**src/rtl/poly_eval_pkg.sv**
```systemverilog
// poly_eval_pkg: shared state encoding and default widths for the Horner evaluator
package poly_eval_pkg;
    localparam int DATA_W_DEF = 16;
    localparam int DEG_W_DEF  = 4;
    typedef enum logic [1:0] {
        ST_IDLE  = 2'd0,
        ST_FETCH = 2'd1,
        ST_MAC   = 2'd2,
        ST_DONE  = 2'd3
    } state_t;
endpackage

```
**src/rtl/horner_mac.sv**
```systemverilog
// horner_mac: one Horner step next_acc = acc*x + c mod 2^DATA_W; ovf_step exists under HORNER_OVERFLOW_DETECT_EN
module horner_mac #(
    parameter int DATA_W = 16
) (
    input  logic [DATA_W-1:0] acc,
    input  logic [DATA_W-1:0] x,
    input  logic [DATA_W-1:0] c,
    output logic [DATA_W-1:0] next_acc
`ifdef HORNER_OVERFLOW_DETECT_EN
    ,
    output logic              ovf_step
`endif
);
`ifdef HORNER_OVERFLOW_DETECT_EN
    logic [2*DATA_W-1:0] prod;
    logic [DATA_W:0]     sum;
    assign prod     = acc * x;
    assign sum      = {1'b0, prod[DATA_W-1:0]} + {1'b0, c};
    assign next_acc = sum[DATA_W-1:0];
    assign ovf_step = |prod[2*DATA_W-1:DATA_W] | sum[DATA_W];
`else
    assign next_acc = acc * x + c;
`endif
endmodule

```
**src/rtl/horner_evaluator.sv**
```systemverilog
// horner_evaluator: sequential Horner polynomial evaluator over an external synchronous ROM; HORNER_OVERFLOW_DETECT_EN enables sticky ovf
module horner_evaluator
    import poly_eval_pkg::*;
#(
    parameter int DATA_W = DATA_W_DEF,
    parameter int DEG_W  = DEG_W_DEF
) (
    input  logic              clk,
    input  logic              reset,
    input  logic              start,
    input  logic [DEG_W-1:0]  degree,
    input  logic [DATA_W-1:0] x,
    output logic              coef_rd,
    output logic [DEG_W-1:0]  coef_addr,
    input  logic [DATA_W-1:0] coef_data,
    output logic              busy,
    output logic              done,
    output logic [DATA_W-1:0] result,
    output logic              ovf
);
    state_t            state, nxt;
    logic [DATA_W-1:0] x_q, acc, next_acc;
    logic [DEG_W-1:0]  idx, idx_nxt;
    logic              accept, last;

    assign accept = state == ST_IDLE && start;
    assign last   = idx == '0;

`ifdef HORNER_OVERFLOW_DETECT_EN
    logic ovf_step;
    horner_mac #(.DATA_W(DATA_W)) u_mac (
        .acc(acc), .x(x_q), .c(coef_data), .next_acc(next_acc), .ovf_step(ovf_step)
    );
    // sticky overflow, cleared when a new evaluation is accepted
    always_ff @(posedge clk or negedge reset)
        if (!reset)
            ovf <= 1'b0;
        else if (accept)
            ovf <= 1'b0;
        else if (state == ST_MAC && ovf_step)
            ovf <= 1'b1;
`else
    horner_mac #(.DATA_W(DATA_W)) u_mac (
        .acc(acc), .x(x_q), .c(coef_data), .next_acc(next_acc)
    );
    assign ovf = 1'b0;
`endif

    // state register plus operand/accumulator/result datapath
    always_ff @(posedge clk or negedge reset) begin
        if (!reset) begin
            state  <= ST_IDLE;
            x_q    <= '0;
            idx    <= '0;
            acc    <= '0;
            result <= '0;
        end else begin
            state <= nxt;
            idx   <= idx_nxt;
            if (accept) begin
                x_q <= x;
                acc <= '0;
            end
            if (state == ST_MAC)
                acc <= next_acc;
            if (state == ST_MAC && last)
                result <= next_acc;
        end
    end

    // next state and next coefficient index
    always_comb begin
        nxt = state == ST_IDLE  ? (start ? ST_FETCH : ST_IDLE) :
              state == ST_FETCH ? ST_MAC :
              state == ST_MAC   ? (last ? ST_DONE : ST_FETCH) : ST_IDLE;
        idx_nxt = accept ? degree : (state == ST_MAC && !last) ? idx - 1'b1 : idx;
    end

    // outputs registered from the upcoming state so they line up with it
    always_ff @(posedge clk or negedge reset) begin
        if (!reset) begin
            busy      <= 1'b0;
            done      <= 1'b0;
            coef_rd   <= 1'b0;
            coef_addr <= '0;
        end else begin
            busy      <= nxt == ST_FETCH || nxt == ST_MAC;
            done      <= nxt == ST_DONE;
            coef_rd   <= nxt == ST_FETCH;
            coef_addr <= idx_nxt;
        end
    end
endmodule

```
**config.mk**
```make
export PLATFORM = sky130hd
export DESIGN_NAME = horner_evaluator
export DESIGN_NICKNAME = d
export VERILOG_FILES = /design/src/rtl/poly_eval_pkg.sv /design/src/rtl/horner_mac.sv /design/src/rtl/horner_evaluator.sv
export SDC_FILE = /design/constraint.sdc
export NUM_CORES = 1
export LEC_CHECK = 0
export ABC_AREA = 1
export CORE_UTILIZATION = 60
export DETAILED_ROUTE_END_ITERATION = 6
export PLACE_DENSITY = 0.92
export SYNTH_ARGS = -nofsm -noshare
export SYNTH_HDL_FRONTEND = slang
export SYNTH_SLANG_ARGS = --single-unit
```
**constraint.sdc**
```tcl
create_clock -name clk -period 7.3 [get_ports clk]
set_clock_uncertainty 0.1 [all_clocks]
set_input_delay 1.095 -clock clk [delete_from_list [all_inputs] [get_ports clk]]
set_output_delay 1.095 -clock clk [all_outputs]
set_load 0.05 [all_outputs]
```
# Word level (Yosys, flattened, before mapping)
# Index checks and enable logic that the tools add are counted.
# word_totals
memories,0
elab_cells,34
latchBits,0
rom_bits,0
reg_bits,57
inputBits,39
mem_bits_rw,0
output_inout_bits,24
# classes
n_mux,9
n_addsub,2
mul,1
order_cmp,0
div,0
reduce_logical,9
shift,0
n_bitwise,0
eq_ne,5
# ops
operator,n
2-to-1 mux 16 bit,2
adder 16 bit,1
multiplier 16 x 16 -> 16 bit,1
2-to-1 mux 2 bit,4
2-to-1 mux 4 bit,2
"equality test 2 bit, second input constant",3
"equality test 2 x 1 -> 1 bit, second input constant",2
logical NOT 4 bit,1
nonzero test 2 bit,2
"subtractor 4 x 1 -> 4 bit, second input constant",1
logical AND 1 bit,3
logical NOT 2 bit,1
logical NOT 1 bit,1
logical OR 1 bit,1
2-to-1 mux 1 bit,1

# Logic depth before layout (Yosys ltp)
# depth
ltp_word,7
ltp_mapped,29
ltp_nobuf,27

# Modules after synthesis
# A second synthesis with hierarchy kept.
# unflattened
cells_unflattened,947
area_unflattened_um2,7098.1
# by_module_without_submodules
mod,area_each_um2,seq_area_each_um2,n_inst,cells_each
horner_mac,4788.3,0.0,1,702
horner_evaluator,2309.7,1426.4,1,245

# Least setup slack after synthesis
# OpenSTA, ideal clock, no wires.
# synth_path
path_type,register to register
from,reg x_q[1]
to,reg result[15]
synth_period_minus_slack_ps,5190
setup_time_ps,118
path_slack_ps,2110
arrival_ps,4972
path_stages_with_launch,23
required_ps,7082
n_path_buf,2
path_cell_list,dfrtp_1 buf_2 clkbuf_1 nand2_1 inv_1 fa_1 inv_1 fa_1 fa_1 inv_1 fa_1 inv_1 fa_1 fa_1 inv_1 ha_1 a21o_1 a31oi_1 nand3_1 inv_1 nand3_1 nand3_1 nand2_1
# synth_via
elab_chain_len,2
# synth_rtl
item,line,rtl
"start, declared",horner_evaluator.sv:22,"logic [DATA_W-1:0] x_q, acc, next_acc;"
"start signal, assigned",horner_evaluator.sv:53,x_q <= '0;
"start signal, assigned",horner_evaluator.sv:61,x_q <= x;
multiplier 16 x 16 -> 16 bit,horner_mac.sv:22,assign next_acc = acc * x + c;
adder 16 bit,horner_mac.sv:22,
"end signal, assigned",horner_evaluator.sv:67,result <= next_acc;
"end, declared",horner_evaluator.sv:18,"output logic [DATA_W-1:0] result,"
# Every way passes these cells.
# A chain may end at the register's enable or synchronous reset.

# Final worst setup path
# layout_path
from,reg x_q[1]
to,reg acc[12]
# layout_via
elab_chain_len,3
# layout_rtl
item,line,rtl
multiplier 16 x 16 -> 16 bit,horner_mac.sv:22,
adder 16 bit,horner_mac.sv:22,
2-to-1 mux 16 bit,horner_evaluator.sv:64,if (state == ST_MAC)
"end signal, assigned",horner_evaluator.sv:65,acc <= next_acc;
"end, declared",horner_evaluator.sv:22,
# Every way passes these cells.

==> results.md <==
* Status: finished clean
* Layout Area Growth over Synthesis at 13.8%
* Standard-cell row count at 39
* Sinks on Clock Net at 57
* Worst-path fanout max at 16
* Vias/cell at 5.34
* Proportion of netlist area held by the largest area contributor at 26.9%
* Count of state elements after synthesis at 57
* Pre-Repair DR Iteration Count at 5
* Top-Level Pins at 63
* Clock tree root buffer cell: sky130_fd_sc_hd__clkbuf_16
* Setup violation total in the final timing report at 0
* Total clock buffers created by CTS at 9
* Chip width at 110 um
* Routed vias at 5907
* Share of layout cells above drive strength 1 at 3.73%
* Initial Utilization at 61.4%
* # diodes at 0
* Crit path capture: acc[12]
* Maximum count of clock buffers along a single path at 2
* Endpoint type of the worst setup path: register
* Finished Layout Cells at 1107
* Clock transition time at the flip-flop clock pins of the worst setup and hold paths at 0.06 ns
* Final WL at 17400 um
* Relative max-transition margin at 17.8%
* Most frequent cells in the layout: 304 x sky130_fd_sc_hd__nand2_1, 243 x sky130_fd_sc_hd__inv_1, 94 x sky130_fd_sc_hd__fa_1, 60 x sky130_fd_sc_hd__clkdlybuf4s50_1, 57 x sky130_fd_sc_hd__dfrtp_1
* Critical path data required time at 7.39 ns
* Number of warnings issued by yosys at 0
* Synth Cell Area at 6980 um2
* Number of cells on the worst reg-to-reg path at 20
* Post-synthesis cell type with the largest combined area: sky130_fd_sc_hd__fa_1
* Final-stage net count at 1148
* Final std cell area, no fill at 7950 um2
* R2R Setup Slk at 1.75 ns
* Count of final hold-check violations at 0
* Initial DRC count at 452
* Sum of negative setup slack at 0 ns
* Worst-Skew Late Latency at 0.34 ns
* Post-route fraction of the period consumed by the critical path at 76.1%
* Portion of the post-synthesis area used by sequential elements at 20.4%
* Main area contributors after synthesis: sky130_fd_sc_hd__fa_1 27%, sky130_fd_sc_hd__dfrtp_1 20%, sky130_fd_sc_hd__nand2_1 16%
* Arrival time of the worst setup path at 5.64 ns
* Post-CTS Repair Setup Buffers at 0
* Reg2reg start: x_q[1]
* Vias in the first global route at 6138
* Unrepaired setup endpoints after global routing: false
* Global-route wire length before repair at 29000 um
* GPL Wtd Cong at 0.894
* Count of unresolved DRC violations after routing at 0
* Average size of a mapped cell at 7.59 um2
* Net count after synthesis at 1109
* Slew @ Worst Pin at 1.23 ns
* Placed cells at 1091
* Reported max-cap violation count at 0
* CTS H-Tree Depth at 3
* Critical path start-end classification: reg2reg
* Footprint of the multi-input gates at 4450 um2
* Nature of the critical path startpoint: register
* Post-synth cell types at 33
* Sequential cell area at 1430 um2
* CP peak stage delay at 0.73 ns
* Post-cts hold buffer count at 0
* Worst-path cell chain: nand2_1 -> fa_1 -> inv_1 -> fa_1 -> ha_1 -> fa_1 -> inv_1 -> fa_1 -> fa_1 -> inv_1 -> ha_1 -> nand2_1 -> inv_1 -> a21oi_1 -> nand2_1 -> nand2_1 -> nand2_1 -> a21oi_1 -> xor2_1 -> o21ai_0
* Post-Synthesis Cells at 920
* GRT Residual Overflow at 0
* Critical path's slowest cell: sky130_fd_sc_hd__dfrtp_1
* Die area at 12100 um2
* Worst min path class: reg2reg
* Post-placement cell area at 7620 um2
* Number of antenna violations at the first check in global routing at 0
* Port Buffer Count at 61
* Most common cell after layout, fill and taps aside: sky130_fd_sc_hd__nand2_1
* Die H at 110 um
* Max Clock Freq at 0.180 GHz
* Total count of max-transition violations in the final report at 0
* Origin of the worst setup path: x_q[1]
* Global-route usage over all layers at 32.3%
* Shortest clock period the worst path allows after layout at 5.55 ns
* Final worst slack at 1.75 ns
* Pre-CTS setup slack at 1.84 ns
* Count of instances resized after the clock tree is built at 0
* Core area at 11400 um2
* Layout filler cell count at 815
* Pin count of the biggest net entering global routing at 58
* Detail-routed net length per standard cell at 15.7 um
* Sum of net half-perimeters after detailed placement at 12800 um
* Number of routed nets with antenna violations at 0
* Reg2reg end: acc[12]
* Clock tree from TritonCTS: built
==> final cells by class <==
cell class	instances	share of cell area, %
inverter	248	11.7
clock inverter	6	1.13
multi-input combinational	579	56.0
timing repair buffer	64	7.90
tap	143	2.25
clock buffer	10	3.01
sequential	57	17.9
==> worst min path at each step <==
| stage | start | to | cells after the start |
|---|---|---|---|
| finish | result[7] | result[7] | 2 |
| global route | result[1] | result[1] | 2 |
| CTS | result[7] | result[7] | 2 |
| detailed placement | result[1] | result[1] | 2 |
| global placement | acc[15] | acc[15] | 2 |
| floorplan | acc[15] | acc[15] | 2 |
==> registers in the layout, summed over array words and instances, names as in the netlist <==
name       flops
coef_rd        1
done           1
coef_addr      4
x_q           16
result        16
state          2
busy           1
acc           16
==> cells in the mapped netlist <==
| cell | instances |
|---|---|
| sky130_fd_sc_hd__o211ai_1 | 1 |
| sky130_fd_sc_hd__or2_2 | 1 |
| sky130_fd_sc_hd__a21o_1 | 2 |
| sky130_fd_sc_hd__nand2_2 | 6 |
| sky130_fd_sc_hd__nand4_1 | 1 |
| sky130_fd_sc_hd__nor3_1 | 2 |
| sky130_fd_sc_hd__buf_4 | 8 |
| sky130_fd_sc_hd__nand3b_1 | 5 |
| sky130_fd_sc_hd__ha_1 | 56 |
| sky130_fd_sc_hd__fa_1 | 94 |
| sky130_fd_sc_hd__a21oi_1 | 10 |
| sky130_fd_sc_hd__xor2_1 | 6 |
| sky130_fd_sc_hd__xnor2_1 | 5 |
| sky130_fd_sc_hd__nand2_1 | 304 |
| sky130_fd_sc_hd__o221ai_1 | 1 |
| sky130_fd_sc_hd__a22oi_1 | 1 |
| sky130_fd_sc_hd__clkbuf_1 | 21 |
| sky130_fd_sc_hd__xnor2_2 | 1 |
| sky130_fd_sc_hd__inv_2 | 5 |
| sky130_fd_sc_hd__nor2_1 | 12 |
| sky130_fd_sc_hd__o21ai_0 | 35 |
| sky130_fd_sc_hd__inv_1 | 243 |
| sky130_fd_sc_hd__a211oi_2 | 1 |
| sky130_fd_sc_hd__buf_2 | 7 |
| sky130_fd_sc_hd__conb_1 | 1 |
| sky130_fd_sc_hd__o21bai_1 | 1 |
| sky130_fd_sc_hd__dfrtp_1 | 57 |
| sky130_fd_sc_hd__a31oi_1 | 1 |
| sky130_fd_sc_hd__nand3_1 | 28 |
| sky130_fd_sc_hd__nor2_2 | 1 |
| sky130_fd_sc_hd__o21ai_1 | 1 |
| sky130_fd_sc_hd__o2111ai_1 | 1 |
| sky130_fd_sc_hd__nand3b_4 | 1 |
==> per-layer routing <==
layer	track usage, %	vias up	part of all wire [%]
met3	7.41	69	9.3
met5	0	-	0
met1	40.1	2803	38
met4	18.4	0	4.9
met2	52.0	309	48
li1	-	2726	-
==> per-stage QoR <==
step                utilization (%)  hold WS (ns)
floorplan                         -         0.349
global placement               67.0         0.367
detailed placement             67.0         0.380
CTS                            69.9         0.393
global route                   69.9         0.413
finish                         69.9         0.388
==> cell families after synthesis <==
| kind of cell | after synthesis | share of synthesized area (%) |
|---|---|---|
| buffers and inverters | 284 | 15.8 |
| other | 1 | 0.0537 |
| and+or+nand+nor | 361 | 20.8 |
| adders and majority gates | 150 | 37.0 |
| AOI/OAI and AO/OA | 55 | 4.35 |
| DFF | 57 | 20.4 |
| xor gates and xnor gates | 12 | 1.61 |
==> critical path, delay by kind of cell, from the launching register on <==
kind	cells	cell delay (ns)
AO/OA/AOI/OAI	3	0.51
XOR/XNOR	1	0.25
AND/OR/NAND/NOR	5	0.49
buffers and inverters	4	0.20
flip-flops	1	0.73
adder cells (fa/ha/maj)	7	3.09
Power is left out: the tool's default activity adds up to more than one toggle a clock period on the data nets, which glitch-free logic cannot reach.
